### src/rtl/int_halt_ctrl_pkg.sv
// Shared definitions for the interrupt / halt control front end.
// Holds the I/O register offsets, the HALT/STOP state encoding and the
// IRQ bit indices used by int_halt_ctrl and halt_fsm.
package int_halt_ctrl_pkg;

  // Byte offsets within the 0x0400_0000 I/O space (word aligned).
  localparam logic [9:0] IO_IE_IF   = 10'h200;
  localparam logic [9:0] IO_IME     = 10'h208;
  localparam logic [9:0] IO_HALTCNT = 10'h300;

  // CPU low-power state.
  typedef enum logic [1:0] {
    StRun  = 2'd0,
    StHalt = 2'd1,
    StStop = 2'd2,
    StWake = 2'd3
  } halt_state_t;

  // IRQ bit positions in IE / IF.
  localparam int unsigned IRQ_VBLANK  = 0;
  localparam int unsigned IRQ_HBLANK  = 1;
  localparam int unsigned IRQ_VCOUNT  = 2;
  localparam int unsigned IRQ_TIMER0  = 3;
  localparam int unsigned IRQ_TIMER1  = 4;
  localparam int unsigned IRQ_TIMER2  = 5;
  localparam int unsigned IRQ_TIMER3  = 6;
  localparam int unsigned IRQ_SERIAL  = 7;
  localparam int unsigned IRQ_DMA0    = 8;
  localparam int unsigned IRQ_DMA1    = 9;
  localparam int unsigned IRQ_DMA2    = 10;
  localparam int unsigned IRQ_DMA3    = 11;
  localparam int unsigned IRQ_KEYPAD  = 12;
  localparam int unsigned IRQ_GAMEPAK = 13;

  localparam int unsigned IrqW = 14;

endpackage

### src/rtl/halt_fsm.sv
// HALT/STOP state machine. Pauses the CPU from the cycle after a HALT or
// STOP request until an enabled, pending interrupt wakes it; a one-cycle
// WAKE state covers the registered nIRQ latency before RUN resumes.
// Ports:
//   clk_i, rst_i       clock, asynchronous active-high reset
//   halt_req_i         HALTCNT write with bit 7 = 0 (honoured only in RUN)
//   stop_req_i         HALTCNT write with bit 7 = 1 (honoured only in RUN)
//   reg_ie_i           interrupt enable register
//   reg_if_i           pending interrupt flags, bits 13:0
//   wake_mask_i        IRQ bits able to end STOP
//   cpu_pause_o        CPU stall, low only in RUN
//   video_stop_o       video/sound clock-enable gate, high only in STOP
module halt_fsm
  import int_halt_ctrl_pkg::*;
(
  input  logic            clk_i,
  input  logic            rst_i,
  input  logic            halt_req_i,
  input  logic            stop_req_i,
  input  logic [IrqW-1:0] reg_ie_i,
  input  logic [IrqW-1:0] reg_if_i,
  input  logic [IrqW-1:0] wake_mask_i,
  output logic            cpu_pause_o,
  output logic            video_stop_o
);

  halt_state_t state_q, state_d;
  logic        wake_halt, wake_stop;

  // HALT wakes on any enabled pending IRQ regardless of IME.
  assign wake_halt = |(reg_ie_i & reg_if_i);
  assign wake_stop = |(reg_ie_i & reg_if_i & wake_mask_i);

  always_ff @(posedge clk_i or posedge rst_i) begin
    if (rst_i) begin
      state_q <= StRun;
    end else begin
      state_q <= state_d;
    end
  end

  always_comb begin
    state_d      = state_q;
    cpu_pause_o  = 1'b1;
    video_stop_o = 1'b0;
    unique case (state_q)
      StRun: begin
        cpu_pause_o = 1'b0;
        if (stop_req_i) begin
          state_d = StStop;
        end else if (halt_req_i) begin
          state_d = StHalt;
        end
      end
      StHalt: begin
        if (wake_halt) state_d = StWake;
      end
      StStop: begin
        video_stop_o = 1'b1;
        if (wake_stop) state_d = StWake;
      end
      StWake: begin
        state_d = StRun;
      end
      default: begin
        state_d = StRun;
      end
    endcase
  end

endmodule

### src/rtl/int_halt_ctrl.sv
// Memory-mapped control front end for the interrupt controller and CPU
// low-power logic. Decodes I/O accesses to IE/IF (0x200), IME (0x208) and
// POSTFLG/HALTCNT (0x300), generates one-cycle IF acknowledge pulses and
// hosts the HALT/STOP state machine.
// Ports:
//   clock, reset   system clock, asynchronous active-high reset
//   io_addr        byte offset in I/O space, bits 1:0 ignored
//   io_wdata/io_be write data and byte-lane enables
//   io_we/io_re    one-cycle write / read strobes
//   io_rdata       registered read data, held until the next io_re
//   reg_IF         pending flags from interrupt_controller
//   reg_IE         interrupt enables
//   reg_ACK        one-cycle write-1-to-clear pulses for IF
//   ime            interrupt master enable
//   cpu_pause      CPU stall
//   video_stop     video/sound gate during STOP
//   postflg        POSTFLG bit 0
module int_halt_ctrl
  import int_halt_ctrl_pkg::*;
#(
  parameter logic [13:0] WAKE_STOP_MASK = 14'h3080
) (
  input  logic        clock,
  input  logic        reset,
  input  logic [9:0]  io_addr,
  input  logic [31:0] io_wdata,
  input  logic [3:0]  io_be,
  input  logic        io_we,
  input  logic        io_re,
  output logic [31:0] io_rdata,
  input  logic [15:0] reg_IF,
  output logic [13:0] reg_IE,
  output logic [13:0] reg_ACK,
  output logic        ime,
  output logic        cpu_pause,
  output logic        video_stop,
  output logic        postflg
);

  logic        hit_ie_if, hit_ime, hit_haltcnt;
  logic [13:0] ie_q, ie_d;
  logic [13:0] ack_q, ack_d;
  logic        ime_q, ime_d;
  logic        postflg_q, postflg_d;
  logic [31:0] rdata_q, rdata_d;
  logic        halt_req, stop_req;
  logic        unused_bits;

  assign hit_ie_if   = (io_addr[9:2] == IO_IE_IF[9:2]);
  assign hit_ime     = (io_addr[9:2] == IO_IME[9:2]);
  assign hit_haltcnt = (io_addr[9:2] == IO_HALTCNT[9:2]);

  // Address LSBs, IF bits 15:14 and some data bits have no home.
  assign unused_bits = ^{io_addr[1:0], reg_IF[15:14], io_wdata[31:30], io_wdata[14]};

  always_comb begin
    ie_d      = ie_q;
    ime_d     = ime_q;
    postflg_d = postflg_q;
    ack_d     = '0;
    if (io_we && hit_ie_if) begin
      if (io_be[0]) ie_d[7:0]  = io_wdata[7:0];
      if (io_be[1]) ie_d[13:8] = io_wdata[13:8];
      // IF lives in the upper half-word; write-1-to-clear becomes an ACK pulse.
      if (io_be[2]) ack_d[7:0]  = io_wdata[23:16];
      if (io_be[3]) ack_d[13:8] = io_wdata[29:24];
    end
    if (io_we && hit_ime && io_be[0]) begin
      ime_d = io_wdata[0];
    end
    if (io_we && hit_haltcnt && io_be[0]) begin
      postflg_d = io_wdata[0];
    end
  end

  assign halt_req = io_we && hit_haltcnt && io_be[1] && !io_wdata[15];
  assign stop_req = io_we && hit_haltcnt && io_be[1] && io_wdata[15];

  // Read mux uses current register values, so a same-cycle write is not seen.
  always_comb begin
    rdata_d = rdata_q;
    if (io_re) begin
      rdata_d = '0;
      if (hit_ie_if) begin
        rdata_d = {2'b00, reg_IF[13:0], 2'b00, ie_q};
      end else if (hit_ime) begin
        rdata_d = {31'd0, ime_q};
      end else if (hit_haltcnt) begin
        rdata_d = {31'd0, postflg_q};
      end
    end
  end

  always_ff @(posedge clock or posedge reset) begin
    if (reset) begin
      ie_q      <= '0;
      ack_q     <= '0;
      ime_q     <= 1'b0;
      postflg_q <= 1'b0;
      rdata_q   <= '0;
    end else begin
      ie_q      <= ie_d;
      ack_q     <= ack_d;
      ime_q     <= ime_d;
      postflg_q <= postflg_d;
      rdata_q   <= rdata_d;
    end
  end

  assign reg_IE   = ie_q;
  assign reg_ACK  = ack_q;
  assign ime      = ime_q;
  assign postflg  = postflg_q;
  assign io_rdata = rdata_q;

  halt_fsm u_halt_fsm (
    .clk_i        (clock),
    .rst_i        (reset),
    .halt_req_i   (halt_req),
    .stop_req_i   (stop_req),
    .reg_ie_i     (ie_q),
    .reg_if_i     (reg_IF[13:0]),
    .wake_mask_i  (WAKE_STOP_MASK),
    .cpu_pause_o  (cpu_pause),
    .video_stop_o (video_stop)
  );

endmodule

### config.mk
export PLATFORM = sky130hd
export DESIGN_NAME = int_halt_ctrl
export DESIGN_NICKNAME = d
export VERILOG_FILES = /design/src/rtl/int_halt_ctrl_pkg.sv /design/src/rtl/halt_fsm.sv /design/src/rtl/int_halt_ctrl.sv
export SDC_FILE = /design/constraint.sdc
export NUM_CORES = 1
export LEC_CHECK = 0
export CAP_MARGIN = 15
export CORE_ASPECT_RATIO = 1.2
export CORE_MARGIN = 2
export CORE_UTILIZATION = 33
export CTS_CLUSTER_SIZE = 20
export DETAILED_ROUTE_END_ITERATION = 8
export PLACE_DENSITY = 0.72
export SLEW_MARGIN = 5
export SYNTH_ARGS = -nofsm -noshare
export SYNTH_HDL_FRONTEND = slang
export SYNTH_SLANG_ARGS = --single-unit
export TNS_END_PERCENT = 5
### constraint.sdc
create_clock -name clock -period 1.9 [get_ports clock]
set_input_delay 0.38 -clock clock [delete_from_list [all_inputs] [get_ports clock]]
set_output_delay 0.38 -clock clock [all_outputs]
set_load 0.01 [all_outputs]
==> implementation parameters <==
Parameter                              Value

Run status
  Status ... complete, no violations

Yosys
  Cell area after synthesis ... 0.00251 sq mm
  Combinational family with the most area after synthesis ... simple AND/OR/NAND/NOR gates
  Post-synth EDFFs ... 0
  Number of distinct library cell variants in the gate-level netlist after synthesis ... 29
  Async S/R FF share, synth ... 100%
  #FFs+latches synth ... 60
  Post-Synth Simple-Gate Area ... 14.3%
  Proportion of synthesized area in mux cells ... 8.39%
  Arithmetic-cell share of the synthesized area counting full adders, half adders and majority gates ... 1.50%
  Synthesized-area fraction occupied by ao, oa, aoi and oai cells ... 8.84%
  Synthesis Warnings ... 0
  Synth Instances ... 224
  Mapped Avg Cell Area ... 11.2 sq um
  Most used DFF post-synth ... sky130_fd_sc_hd__dfrtp_1
  Parity-gate share of the synthesized area counting xor and xnor cells ... 0%
  Sequential-to-total area share from yosys stat ... 59.9%

Layout
  N_diodes ... 0
  Layout area overhead ... 63.0%
  Ratio of cells with drive above 1 in the final layout ... roughly 14%
  # fillers ... approximately 660
  Commonest cells after routing, fill and taps aside ... sky130_fd_sc_hd__clkdlybuf4s50_1, sky130_fd_sc_hd__dfrtp_1, sky130_fd_sc_hd__inv_1, sky130_fd_sc_hd__nand2_1, sky130_fd_sc_hd__o21ai_0
  Nets ... 433
  Fin area ... 0.00408 sq mm
  Most common library cell in the layout ignoring fill and taps ... sky130_fd_sc_hd__clkdlybuf4s50_1

Setup path
  Cell breakdown of the critical path ... clkdlybuf4s50_1, nor4b_4, nand2_2, nor3_4, nand3_2, mux2_2
  Slowest cell delay on critical path ... 0.44 ns
  Capturing element type of the critical path ... flip-flop
  Worst setup path category ... primary input to flip-flop
  Family of cells with the greatest summed delay on the critical path ... simple AND/OR/NAND/NOR gates
  Worst-path fanout max ... 8
  Crit path DAT ... 2.08 ns
  Critical Path Slowest Stage Cell ... sky130_fd_sc_hd__clkdlybuf4s50_1
  Worst endpoint required time ... 2.11 ns
  Sum of buffers and inverters on the critical path ... 1
  Setup slack, reg-to-reg ... 0.13 ns
  Kind of start point of the critical path ... primary input

Floorplanning
  Die Wd ... approximately 84 um
  Die outline height ... 99.5 um
  Effective utilization at floorplan ... between 30% and 40%
  Core area ... around 0.0073 sq mm
  Die Area ... 0.00831 sq mm
  Number of primary I/O pins ... 130
  Total number of placement rows ... 34

STA
  Tcrit/Tclk final ... 98.5%
  Period minus WS final ... 1.87 ns
  Final number of hold-violating endpoints ... 0
  Smallest hold slack ... 0.366 ns
  Slew Viols, Final ... 0
  Unrepaired setup endpoints after global routing ... yes
  Final count of negative-setup-slack endpoints ... 0
  Maximum clock rate ... 534 MHz
  Worst Skew ... 0.00324 ns

Clocking
  Clock latency of the later-clocked register in the worst-skew pair ... 0.32 ns
  Clock tree from TritonCTS ... built
  Post-CTS clock slew at the launch and capture registers of the worst setup and hold paths ... around 0.060 ns
  Number of buffers added for setup after CTS ... 0
  Cell chosen for the clock root ... sky130_fd_sc_hd__clkbuf_8
  Total number of H-tree levels ... 3
  Max clock buf depth ... 2
  Number of buffers added by the clock tree synthesis step ... 9
  Clock net sink count ... 60

Placement
  HPWL reported at the end of detailed placement ... around 5.4 mm
  Placer Congestion ... 0.802
  Placed cell areas ... 0.00392 sq mm
  IO buf count ... 118

Route
  Residual antenna-violating net count after detailed routing ... 0
  Average wire per standard cell ... around 15 um
  Via/cell ratio ... 4.64
  Number of design rule violations left after detail routing ... 0
  DR pass1 iterations ... 4
  Vias after detailed routing ... 2125
  Initial DRC count ... 70
  Final WL ... 7.03 mm

Run
  Count of max-cap constraint violations ... 0

GRT
  Initial antenna violation count ... 0
  Vias in the first global route ... 2267
  Global-route wire length before repair ... 11.2 mm
  Pin count of the biggest net entering global routing ... 28
  Aggregate global routing overflow ... 0
  Total GRT Usage ... 17.5%

Power and ir drop
  Leakage power total ... 1.80 nW
  Power Dens Cells ... 684 mW/mm^2
  Power, Total ... 2.79 mW
  Maximum vdd drop ... 0.325 mV

Hold path
  Path class of the lowest-slack min-delay path ... primary input to asynchronous set/reset pin
-- synthesized netlist by cell type (all sizes together), types with 2 or more instances --
master | number | area (sq um)
o21ai | 28 | 140
nand3 | 3 | 25.0
nor2 | 4 | 15.0
mux2i | 3 | 30.0
nand2 | 31 | 119
a22o | 4 | 35.0
mux2 | 16 | 180
dfrtp | 60 | 1500
clkbuf | 2 | 7.51
buf | 6 | 45.0
ha | 3 | 37.5
and2 | 14 | 87.6
nand4 | 3 | 18.8
inv | 32 | 120
and3 | 4 | 25.0
a221oi | 2 | 17.5
-- per-layer routing --
metal / track usage (%) / part of all wire (%)
met1: 20.5 / 41
met2: 30.1 / 53
met4: 10.0 / 3.1
met5: 0 / 0
met3: 3.15 / 3.3
-- cells by family after synthesis --
kind of cell | after synthesis
other | 1
multiplexers | 19
AO/OA/AOI/OAI | 38
AND/OR/NAND/NOR | 63
buffers and inverters | 40
flip-flops | 60
adder cells (fa/ha/maj) | 3
-- cell type report --
| type | instances | area (sq um) | area share [%] |
|---|---|---|---|
| Clock buffer | 13 | 159 | 3.89 |
| Clock inverter | 2 | 10.0 | 0.245 |
| Inverter | 32 | 120 | 2.94 |
| Multi-Input combinational cell | 127 | 845 | 20.7 |
| Sequential cell | 60 | 1500 | 36.8 |
| Tap cell | 90 | 113 | 2.76 |
| Timing Repair Buffer | 134 | 1340 | 32.7 |
-- worst paths after layout --
check / from / end / cells after the start
worst max-delay path: io_addr[7] / reg_IE[1] / 6
worst min-delay path: reset / reg_ACK[0] / 2
worst max register to register: reg_IE[10] / u_halt_fsm.state_q[0] / 6
worst min register to register: io_rdata[10] / io_rdata[10] / 2
max in group asynchronous: reset / io_rdata[8] / 3
min in group clock: io_rdata[10] / io_rdata[10] / 2
-- sequential cells by signal, indices dropped and copies added, names as in the netlist --
name / flops
postflg: 1
u_halt_fsm.state_q: 2
ime: 1
io_rdata: 28
reg_ACK: 14
reg_IE: 14
-- per-stage QoR --
step | cells | utilization, % | TNS, ns | setup slack [ns]
finish | 458 | 55.8 | 0 | 0.0289
detailed placement | 443 | 53.5 | -13.07 | -0.301
CTS | 458 | 55.8 | 0 | 0.0276
global placement | 443 | 53.5 | -11.60 | -0.277
floorplan | 227 | - | 0 | 0.0353
global route | 458 | 55.8 | -0.597 | -0.0659
-- timing repair --
item | in CTS | in global routing
hold buffers | 0 | 0
endpoints found under the setup margin | 2 | 24
gates resized for setup | 2 | 1
endpoints found under the hold margin | 0 | 0
-- power by group --
group / total, mW / switching [mW] / internal, mW
combinational: 0.476 / 0.211 / 0.265
sequential: 1.33 / 0.0215 / 1.31
clock: 0.985 / 0.451 / 0.534
total: 2.79 / 0.683 / 2.11
Power figures use the tool's default switching activity.
